`src/rtl/uart_pkg.sv`:
```
// rtl/uart_pkg.sv - shared UART constants, one-hot receiver states and baud helper
package uart_pkg;

  localparam int UART_DW = 8;

  typedef enum logic [4:0] {
    IDLE  = 5'b00001,
    START = 5'b00010,
    DATA  = 5'b00100,
    STOP  = 5'b01000,
    BREAK = 5'b10000
  } rx_state_t;

  function automatic int clks_per_bit(input int clk_freq, input int baud);
    return clk_freq / baud;
  endfunction

endpackage

```
`src/rtl/sync_2ff.sv`:
```
// rtl/sync_2ff.sv - two-flop bit synchroniser, resets to the idle-high level
module sync_2ff (
  input  logic sys_clk,
  input  logic rst,
  input  logic d,
  output logic q
);

  logic s1;

  // two-stage capture of an asynchronous input; both stages reset high so no false edge appears
  always_ff @(posedge sys_clk) begin
    if (rst) begin
      s1 <= 1'b1;
      q  <= 1'b1;
    end else begin
      s1 <= d;
      q  <= s1;
    end
  end

endmodule

```
`src/rtl/uart_rx.sv`:
```
// rtl/uart_rx.sv - 8N1 UART receiver with glitch-rejecting start detect and framing check
module uart_rx
  import uart_pkg::*;
#(
  parameter int CLK_FREQ  = 50_000_000,
  parameter int UART_BAUD = 115200
) (
  input  logic               sys_clk,
  input  logic               rst,
  input  logic               uartrx,
  output logic [UART_DW-1:0] odat,
  output logic               uart_rx_done,
  output logic               uart_rx_err,
  output logic               uart_rx_busy
);

  localparam int CLKS_PER_BIT = clks_per_bit(CLK_FREQ, UART_BAUD);
  localparam int HALF_BIT     = CLKS_PER_BIT / 2;
  localparam int CNT_W        = (CLKS_PER_BIT > 2) ? $clog2(CLKS_PER_BIT) : 1;
  localparam logic [CNT_W-1:0] CNT_BIT_LAST  = CNT_W'(CLKS_PER_BIT - 1);
  localparam logic [CNT_W-1:0] CNT_HALF_LAST = CNT_W'(HALF_BIT - 1);

  rx_state_t          state;
  logic [CNT_W-1:0]   cnt;
  logic [2:0]         bit_idx;
  logic [UART_DW-1:0] shift_q;
  logic               rx_s2;

  sync_2ff u_sync (
    .sys_clk (sys_clk),
    .rst     (rst),
    .d       (uartrx),
    .q       (rx_s2)
  );

  // frame FSM: start qualification at half bit, data/stop sampled mid-bit, break holds off restart
  always_ff @(posedge sys_clk) begin
    if (rst) begin
      state        <= IDLE;
      cnt          <= '0;
      bit_idx      <= '0;
      shift_q      <= '0;
      odat         <= '0;
      uart_rx_done <= 1'b0;
      uart_rx_err  <= 1'b0;
      uart_rx_busy <= 1'b0;
    end else begin
      uart_rx_done <= 1'b0;
      uart_rx_err  <= 1'b0;
      case (state)
        IDLE: begin
          if (!rx_s2) begin
            state        <= START;
            cnt          <= '0;
            uart_rx_busy <= 1'b1;
          end
        end
        START: begin
          if (cnt == CNT_HALF_LAST) begin
            cnt <= '0;
            if (!rx_s2) begin
              state   <= DATA;
              bit_idx <= '0;
            end else begin
              state        <= IDLE;
              uart_rx_busy <= 1'b0;
            end
          end else begin
            cnt <= cnt + 1'b1;
          end
        end
        DATA: begin
          if (cnt == CNT_BIT_LAST) begin
            cnt              <= '0;
            shift_q[bit_idx] <= rx_s2;
            if (bit_idx == 3'd7) begin
              state <= STOP;
            end else begin
              bit_idx <= bit_idx + 1'b1;
            end
          end else begin
            cnt <= cnt + 1'b1;
          end
        end
        STOP: begin
          if (cnt == CNT_BIT_LAST) begin
            cnt <= '0;
            if (rx_s2) begin
              odat         <= shift_q;
              uart_rx_done <= 1'b1;
              state        <= IDLE;
              uart_rx_busy <= 1'b0;
            end else begin
              uart_rx_err <= 1'b1;
              state       <= BREAK;
            end
          end else begin
            cnt <= cnt + 1'b1;
          end
        end
        BREAK: begin
          if (rx_s2) begin
            state        <= IDLE;
            uart_rx_busy <= 1'b0;
          end
        end
        default: begin
          state        <= IDLE;
          cnt          <= '0;
          uart_rx_busy <= 1'b0;
        end
      endcase
    end
  end

endmodule

```
`config.mk`:
```
export PLATFORM = sky130hd
export DESIGN_NAME = uart_rx
export DESIGN_NICKNAME = d
export VERILOG_FILES = /design/src/rtl/uart_pkg.sv /design/src/rtl/sync_2ff.sv /design/src/rtl/uart_rx.sv
export SDC_FILE = /design/constraint.sdc
export NUM_CORES = 1
export LEC_CHECK = 0
export ABC_CLOCK_PERIOD_IN_PS = 2100
export BUFFER_PORTS_ARGS = -buffer_cell sky130_fd_sc_hd__buf_2
export CAP_MARGIN = 20
export CORE_MARGIN = 5
export CORE_UTILIZATION = 55
export DETAILED_ROUTE_END_ITERATION = 8
export PLACE_DENSITY = 0.8
export REMOVE_ABC_BUFFERS = 1
export SLEW_MARGIN = 15
export SYNTH_ARGS = -nofsm -noshare
export SYNTH_HDL_FRONTEND = slang
export SYNTH_SLANG_ARGS = --single-unit
```
`constraint.sdc`:
```
create_clock -name sys_clk -period 2.1 [get_ports sys_clk]
set_clock_uncertainty 0.1 [all_clocks]
set_input_delay 0.42 -clock sys_clk [delete_from_list [all_inputs] [get_ports sys_clk]]
set_output_delay 0.42 -clock sys_clk [all_outputs]
set_load 0.05 [all_outputs]
```
Word level (Yosys, flattened, before mapping):

Cells that the tools add are included.

* word-level logic and storage cells: 72
* input port bits: 3
* output and inout bits: 11
* flip-flop bits (word level): 38

* bitwise logic cells: 4
* reductions and logical operators: 10
* mux-type cells: 28
* equality and inequality tests: 16
* $add $sub $neg: 2
* order comparisons: 2

Operators by type and width (number)
* $pmux W9 S4: 1
* $mux W5: 7
* $mux W9: 3
* $pmux W5 S5: 1
* $mux W3: 5
* $ne A2 B2 Y1 const B: 7
* $add A9 B1 Y9 const B: 1
* $eq A9 B8 Y1 const B: 1
* $eq A9 B9 Y1 const B: 1
* $bwmux W8: 1
* $mux W1: 7
* $pmux W3 S2: 1
* $reduce_and A6 Y1: 1
* $eq A5 B1 Y1 const B: 1
* $eq A5 B2 Y1 const B: 1
* $eq A5 B3 Y1 const B: 1
* $eq A5 B4 Y1 const B: 1
* $eq A5 B5 Y1 const B: 1
* $pmux W1 S5: 1
* $reduce_and A5 Y1: 1
* $lt A3 B4 Y1 const B: 1
* $not A1 Y1: 4
* $reduce_and A2 Y1: 2
* $reduce_and A4 Y1: 1
* other kinds (10): 10

Logic depth before layout (Yosys ltp):

Gate-level depths: netlist of the first run.

* depth after elaboration: 5
* gate-level depth with buffers: 8
* depth with buffers taken out: 7

Hierarchy:

From an unflattened synthesis of the first run, not the netlist that was laid out.

* cells, all modules: 207
* area total of the unflattened synthesis: 1870.5 µm²

Modules (own cells, without submodules)
* uart_rx: area an instance 1818.0 µm², instances 1, cells each 203, sequential area each 720.7 µm²
* sync_2ff: area an instance 52.6 µm², instances 1, cells each 4, sequential area each 40.0 µm²

Worst setup path before layout of the first run:

No wires, ideal clock.

* path kind: register to register
* start point: reg cnt[0]
* end point: reg state[4]
* slack: 0.265 ns
* buffers on the path: 0
* arrival time: 1.607 ns
* stages on the path, launching flop included: 8
* setup time: 0.128 ns
* cell sequence: dfxtp_1 > inv_1 > ha_1 > nand4bb_1 > o211a_1 > a2111oi_4 > mux2i_1 > nor2_1

* word-level cells in the longest chain between the ends: 3
* elaborated cells between the ends (all ways): 6
* classes of those cells: 5 x eq/ne; 1 x reduce/logical

RTL lines
* start, declared: RTL line uart_rx.sv:24 `logic [CNT_W-1:0] cnt;`
* start signal, assigned: RTL line uart_rx.sv:69 `cnt <= cnt + 1'b1;`
* start signal, assigned: RTL line uart_rx.sv:82 `cnt <= cnt + 1'b1;`
* start signal, assigned: RTL line uart_rx.sv:98 `cnt <= cnt + 1'b1;`
* $eq A9 B9 Y1 / $eq A9 B8 Y1 (equally long branches): RTL line uart_rx.sv:73, uart_rx.sv:86, uart_rx.sv:59
* $ne A2 B2 Y1 (no line)
* $reduce_and A6 Y1 (no line) (*)
* end signal, assigned: RTL line uart_rx.sv:77 `state <= STOP;`
* end signal, assigned: RTL line uart_rx.sv:91 `state <= IDLE;`
* end signal, assigned: RTL line uart_rx.sv:95 `state <= BREAK;`
* end, declared: RTL line uart_rx.sv:23 `rx_state_t state;`

Mark *: on every way between the ends. The rest lies on a longest branch, timed or not.
A chain may end at the register's enable or synchronous reset.

Final worst setup path of the first run:

* start point: reg state[2]
* end point: reg state[1]

* word-level cells in the longest chain between the ends: 3
* elaborated cells between the ends (all ways): 13
* classes of those cells: 11 x eq/ne; 1 x mux; 1 x reduce/logical

RTL lines
* start signal, assigned: RTL line uart_rx.sv:39 `state <= IDLE;`
* start signal, assigned: RTL line uart_rx.sv:53 `state <= START;`
* start signal, assigned: RTL line uart_rx.sv:62 `state <= DATA;`
* $eq A5 B5 Y1, or another cell as far along: RTL line uart_rx.sv:50 `case (state)`
* $ne A2 B1 Y1 (no line) / $ne A2 B2 Y1 (equally long branches)
* $reduce_and A6 Y1 (no line)

Parallel ways exist; a longest one is shown, timed or not.

==> qor.yml, run 1 <==
grt:
  gr-usage-met2: 0.244
  grt_pass1_vias: 1283
  top_usage_layer: "met2"
  grt_util_all_layers: 0.157
  grt_overflow: 0
  antenna_found_initial: 0
  use_met1: 0.196
  grt_pass1_wl_um: 5620
  grt_max_degree: 30
  use_met3: 0.0373
timing:
  hold_viol: 0
  period_needed_ns: 2.04
  min_period_over_period: 0.974
  worst_slack_ns: 0.0554
  slew_violations: 0
  final-setup-viol-count: 0
  slew_headroom: 0.659
  worst_pin_slew_ns: 0.511
  max_freq_mhz: 489
routing:
  first_pass_iters: 4
  first_iter_violations: 96
  vias: 1482
  drc: 0
  drtAntennaViolNets: 0
  routed_wl_um: 3450
  post_drt_via_cell_ratio: 5.57
  avgRoutedWirePerCell_um: 13.0
power:
  power_w: 0.00199
  p_per_area_mw_per_mm2: 917
  total_leakage_power_nw: 0.898
  ir_worst_vdd_v: 0.000652
clock_network:
  cts_buffers: 5
  clockRootBuffer: "clkbuf_4"
  clk_latency_ns: 0.35
  clock_tree.buffer_depth: 2
  htreeDepth: 2
  cts_num_sinks: 38
  tritoncts: "built"
  clk_pin_slew_ns: 0.12
yosys:
  ys_warn_count: 0
  synth_top_cell_by_area: "dfxtp_1"
  yosysUniqueCellTypes: 53
  async_flop_share: 0
  yosysSeqAreaShare: 0.398
  synth-edff-count: 0
  yosysMostFrequentCell: "dfxtp_1"
  syn_area_mm2: 0.00191
  synth_cells: 203
  synth_area_leaders: "dfxtp_1, mux2i_1, nor2_1"
  synth_flop_cell: "dfxtp_1"
  synth_top_area_share: 0.398
  ys_top_cells_by_count: "dfxtp_1, nor2_1, mux2i_1"
  synth.avg_cell_area_um2: 9.41
  synth-seq-cells: 38
worst_setup_path:
  cp_max_fo: 7
  required_ns: 2.22
  arrival_ns: 2.17
  path_class: "flip-flop to flip-flop"
  cp_top_family: "simple AND/OR/NAND/NOR gates"
  end_kind: "flip-flop"
  crit_chain: "or4b_4, a311oi_4, a2111oi_4, buf_4, a31oi_1, nor2_1"
  cpPeakStageDelay_ns: 0.54
  crit_cells: 6
  cp_slowest_cell: "or4b_4"
  cp.buffers_inverters: 1
  startpoint_type: "flip-flop"
  reg2reg_depth: 6
cells_and_area:
  multi_input_area_mm2: 0.00109
  antenna_cells: 0
  drive_above_1_share: 0.241
  regArea_um2: 766
  area_growth_pct: 13.5
  fillers: 291
  nNetsFinal: 227
floorplanning:
  rows: 21
  design.core.area_mm2: 0.00334
  ios: 14
  dieArea_mm2: 0.00475
  die_w_um: 68.9
  start_util: 0.572
  die_y_um: 68.9
min_path:
  hp-class: "input port to flip-flop"
  worstHoldPathCells: 2
run:
  drv_cap: 0
run_status:
  status: "finished, final reports clean"
place:
  numPortBuffers: 13
  pre_cts_slack_ns: 0.0744
  gp_congestion: 0.854
  place_hpwl_um: 2440
sequential cells by signal, summed over array words and instances (netlist names):
signal,flops
cnt,9
shift_q,8
bit_idx,3
uart_rx_busy,1
u_sync.q,1
state,5
uart_rx_done,1
uart_rx_err,1
odat,8
u_sync.s1,1
area by class of cell:
| class | instances | share of cell area |
|---|---|---|
| Multi-Input combinational cell | 146 | 0.501 |
| Sequential cell | 38 | 0.353 |
| Timing Repair Buffer | 21 | 0.0577 |
| Clock inverter | 3 | 0.0318 |
| Tap cell | 46 | 0.0266 |
| Clock buffer | 5 | 0.0173 |
| Inverter | 7 | 0.0121 |
report_power, final:
group	internal (W)	total [W]	switching, W	leakage, nW
sequential	0.000766	0.000831	0.0000653	0.309
clock	0.000372	0.000624	0.000252	0.0554
combinational	0.000228	0.000531	0.000303	0.534
routing by layer:
layer  part of all wire  routed length, um
met5                  0                  0
met3              0.052                178
met1               0.47               1630
met2               0.46               1580
met4              0.020                 68
stage by stage:
stage	cell area [um2]	instances	TNS (ns)	utilization	hold WS (ns)
detailed placement	2010	256	0	0.603	0.299
finish	2170	266	0	0.649	0.141
global placement	2010	256	0	0.603	0.303
global route	2170	266	-0.00109	0.649	0.128
CTS	2120	264	0	0.635	0.129
floorplan	1840	191	0	-	0.289
cell families after synthesis:
group                      Yosys count  share of synthesized area
adders and majority gates            5                     0.0328
buffers and inverters               19                     0.0478
AOI/OAI and AO/OA                   22                      0.103
DFF                                 38                      0.398
and+or+nand+nor                     92                      0.282
xor gates and xnor gates             9                     0.0413
muxes                               18                     0.0944
final timing paths:
path                   from         to  slack [ns]
setup / recovery   state[2]   state[1]        0.06
hold / removal       uartrx  u_sync.s1        0.14
setup reg to reg   state[2]   state[1]        0.06
hold reg to reg   u_sync.s1   u_sync.q        0.34
layout by cell type (no fill, tap or decap), types with 2 or more instances in the layout:
| master | count |
|---|---|
| clkbuf_4 | 5 |
| nor4_2 | 3 |
| nor3b_1 | 2 |
| buf_4 | 8 |
| nor4b_1 | 2 |
| ha_1 | 5 |
| a21oi_1 | 5 |
| o211a_1 | 2 |
| inv_1 | 7 |
| dfxtp_1 | 34 |
| nor2_1 | 34 |
| buf_2 | 13 |
| or2_2 | 2 |
| dfxtp_2 | 4 |
| nor4_1 | 7 |
| mux2i_1 | 18 |
| nand4b_1 | 2 |
| nand3_1 | 6 |
| nor2_2 | 2 |
| o41ai_1 | 2 |
| a21oi_2 | 2 |
| xnor2_1 | 5 |
| nor3_1 | 4 |
| xor2_1 | 4 |
| nand2_1 | 9 |
| bufinv_16 | 2 |
| a32o_1 | 2 |
what timing repair did:
| item | 4_1_cts | 5_1_grt |
|---|---|---|
| setup endpoints to repair | 0 | 21 |
| buffers inserted | 0 | 2 |
| hold endpoints to repair | 0 | 0 |
| resized for setup | 0 | 9 |
| hold buffers | 0 | 0 |
Note: power is estimated with default switching activity, not from simulation.
==> run 2: changes to the inputs <==
SYNTH_HIERARCHICAL = 1   (was unset)
==> run 2 against run 1 <==
Compared with the run above: non-clock buffer count increased by 1; clock power shrank 37%; clock-buffer cell count increased by 2; worst hold slack gained 0.018 ns; sequential share of layout area is 1.4 points higher; design area is 3.8% lower; register-to-register slack gained 0.02 ns; sequential power decreased by 1%; largest cell class unchanged; highest routed layer unchanged.
==> qor.yml, run 2 <==
cells_and_area:
  mostFrequentLayoutCells: "nor2_1, dfxtp_1, mux2i_1"  # unchanged
  top_regs: "cnt: 9 flops, odat: 8 flops, shift_q: 8 flops"  # unchanged
  final_common_cell: "nor2_1"
  max_flop_register: "cnt"  # unchanged
  nNetsFinal: 231  # was 227
  largest_register_ffs: 9  # unchanged
  area_growth_pct: 11.5  # was 13.5%
  final_area_mm2: 0.00209  # was 0.00217 mm2
  antenna_cells: 0  # unchanged
  regArea_um2: 766  # unchanged
  fillers: 297  # was 291
  drive_above_1_share: 0.192  # was 0.241
  multi_input_area_mm2: 0.00105  # was 0.00109 mm2
yosys:
  synth_top_area_share: 0.407  # was 0.398
  synth_top_cell_by_area: "dfxtp_1"  # unchanged
  synth-seq-cells: 38  # unchanged
  syn_area_mm2: 0.00187  # was 0.00191 mm2
  yosysUniqueCellTypes: 48  # was 53
  synth-xor-area-share: 0.0421  # was 0.0413
  synth_area_leaders: "dfxtp_1, mux2i_1, nor2_1"  # unchanged
  synth-edff-count: 0  # unchanged
  yosys.area_share.adder: 0.0334  # was 0.0328
  synth_top_family_by_area: "simple AND/OR/NAND/NOR gates"  # unchanged
  synth_simple_gate_area_frac: 0.298  # was 0.282
  ys_top_cells_by_count: "nor2_1, dfxtp_1, mux2i_1"  # was dfxtp_1, nor2_1, mux2i_1
  async_flop_share: 0  # unchanged
  synth_flop_cell: "dfxtp_1"  # unchanged
  synth_mux_area_frac: 0.0916  # was 0.0944
  synth_cells: 207  # was 203
  synth-compound-area-share: 0.0876  # was 0.103
  yosysMostFrequentCell: "nor2_1"  # was dfxtp_1
  ys_warn_count: 6  # was 0
  yosysSeqAreaShare: 0.407  # was 0.398
  synth.avg_cell_area_um2: 9.04  # was 9.41 um2
clock_network:
  clk_latency_ns: 0.33  # was 0.35 ns
  clk_pin_slew_ns: 0.11  # was 0.12 ns
  clockRootBuffer: "clkbuf_4"  # unchanged
  htreeDepth: 2  # unchanged
  tritoncts: "built"  # unchanged
  clock_tree.buffer_depth: 2  # unchanged
  cts_num_sinks: 38  # unchanged
  cts_buffers: 5  # unchanged
worst_setup_path:
  reg2reg_depth: 7  # was 6
  startpoint_type: "flip-flop"  # unchanged
  arrival_ns: 2.20  # was 2.17 ns
  r2r-end: "state[4]"  # was state[1]
  cp_max_fo: 5  # was 7
  required_ns: 2.27  # was 2.22 ns
  path_class: "flip-flop to flip-flop"  # unchanged
  end_kind: "flip-flop"  # unchanged
  crit_path_end: "state[4]"  # was state[1]
  startpoint: "cnt[1]"  # was state[2]
  rrSetupSlack_ns: 0.08  # was 0.06 ns
  reg2reg_from: "cnt[1]"  # was state[2]
timing:
  slew_headroom: 0.671  # was 0.659
  max_freq_mhz: 494  # was 489 MHz
  final-setup-viol-count: 0  # unchanged
  min_period_over_period: 0.964  # was 0.974
  worst_pin_slew_ns: 0.493  # was 0.511 ns
  hold_viol: 0  # unchanged
  slew_violations: 0  # unchanged
  period_needed_ns: 2.02  # was 2.04 ns
  fin_setup_tns_ns: 0  # unchanged
grt:
  grt_overflow: 0  # unchanged
  grt_pass1_vias: 1259  # was 1283
  grt_max_degree: 29  # was 30
  grt_pass1_wl_um: 5600  # was 5620 um
  antenna_found_initial: 0  # unchanged
  grt_util_all_layers: 0.159  # was 0.157
routing:
  first_pass_iters: 4  # unchanged
  drtAntennaViolNets: 0  # unchanged
  routed_wl_um: 3610  # was 3450 um
  vias: 1473  # was 1482
  avgRoutedWirePerCell_um: 13.4  # was 13.0 um
  drc: 0  # unchanged
  first_iter_violations: 112  # was 96
  post_drt_via_cell_ratio: 5.46  # was 5.57
power:
  power_w: 0.00175  # was 0.00199 W
  p_per_area_mw_per_mm2: 840  # was 917 mW/mm2
  ir_worst_vdd_v: 0.000644  # was 0.000652 V
  total_leakage_power_nw: 0.861  # was 0.898 nW
min_path:
  hp-class: "input port to flip-flop"  # unchanged
  worstHoldPathCells: 2  # unchanged
run:
  drv_cap: 0  # unchanged
floorplanning:
  design.core.area_mm2: 0.00331  # was 0.00334 mm2
  rows: 21  # unchanged
  die_w_um: 68.3  # was 68.9 um
  ios: 14  # unchanged
  dieArea_mm2: 0.00467  # was 0.00475 mm2
  start_util: 0.565  # was 0.572
  die_y_um: 68.3  # was 68.9 um
place:
  place_hpwl_um: 2320  # was 2440 um
  gp_congestion: 0.892  # was 0.854
  place_area_mm2: 0.00197  # was 0.00201 mm2
  numPortBuffers: 13  # unchanged
run_status:
  status: "finished, final reports clean"  # unchanged
==> run 2: changes by cell type in the layout (fill, tap and decap cells not counted), moves of 3 or more <==
cell and change:
xor2_1 +4, nor2b_1 +4, dfxtp_2 -3, inv_1 -4
o21ai_0 +3, nor2_1 +5, nor4_1 -5, nor4_2 -3
nand4_1 +5, xnor2_1 -4
==> run 2: layer usage <==
metal  wire length (um)  global-route usage  share of wire
met1               1770               0.210           0.49
met2               1690               0.247           0.47
met3                120              0.0443          0.033
met4                 35              0.0546         0.0097
met5                  0                   0              0
==> run 2: worst min path at each step <==
stage / slack, ns / start / to
final: 0.16 / uartrx / u_sync/s1
after global routing: 0.15 / uartrx / u_sync/s1
after CTS: 0.15 / uartrx / u_sync/s1
after detailed placement: 0.29 / u_sync/s1 / u_sync/q
after global placement: 0.29 / u_sync/s1 / u_sync/q
after floorplan: 0.29 / u_sync/s1 / u_sync/q
==> run 2: area by class of cell <==
type | count | share of cell area
clock buffer | 7 | 0.0264
clock inverter | 1 | 0.00240
inverter | 4 | 0.00720
multi-input combinational | 152 | 0.506
sequential | 38 | 0.367
tap | 46 | 0.0276
timing repair buffer | 22 | 0.0636
==> run 2: metrics by stage <==
stage | util | std cells | worst slack (ns) | hold slack [ns]
floorplan | - | 194 | 0.236 | 0.285
global placement | 0.595 | 258 | 0.160 | 0.290
detailed placement | 0.595 | 258 | 0.104 | 0.294
CTS | 0.613 | 266 | 0.0745 | 0.147
global route | 0.630 | 270 | -0.0485 | 0.148
finish | 0.630 | 270 | 0.0755 | 0.159
==> run 2: power by group <==
part | internal (W) | total [W] | switching [W] | leakage (nW)
clock | 0.000162 | 0.000392 | 0.000230 | 0.0353
sequential | 0.000764 | 0.000822 | 0.0000585 | 0.309
combinational | 0.000223 | 0.000538 | 0.000315 | 0.517
total | 0.00115 | 0.00175 | 0.000603 | 0.861
==> run 2: timing repair <==
item / CTS / global route
hold buffers: 0 / 0
buffers inserted: 0 / 4
resized for setup: 0 / 7
endpoints found under the setup margin: 0 / 3
==> run 2: logic make-up after synthesis <==
group | count (synthesis)
AO/OA/AOI/OAI | 22
XOR/XNOR | 9
adder cells (fa/ha/maj) | 5
buffers and inverters | 17
flip-flops | 38
multiplexers | 17
AND/OR/NAND/NOR | 99
==> run 2: worst max-delay path, cell delays in order (launching register included) <==
cell,delay [ns]
dfxtp_2,0.35
inv_2,0.07
ha_1,0.15
nand4bb_1,0.15
o311ai_4,0.45
o2111ai_4,0.18
or3_4,0.40
a21oi_2,0.11
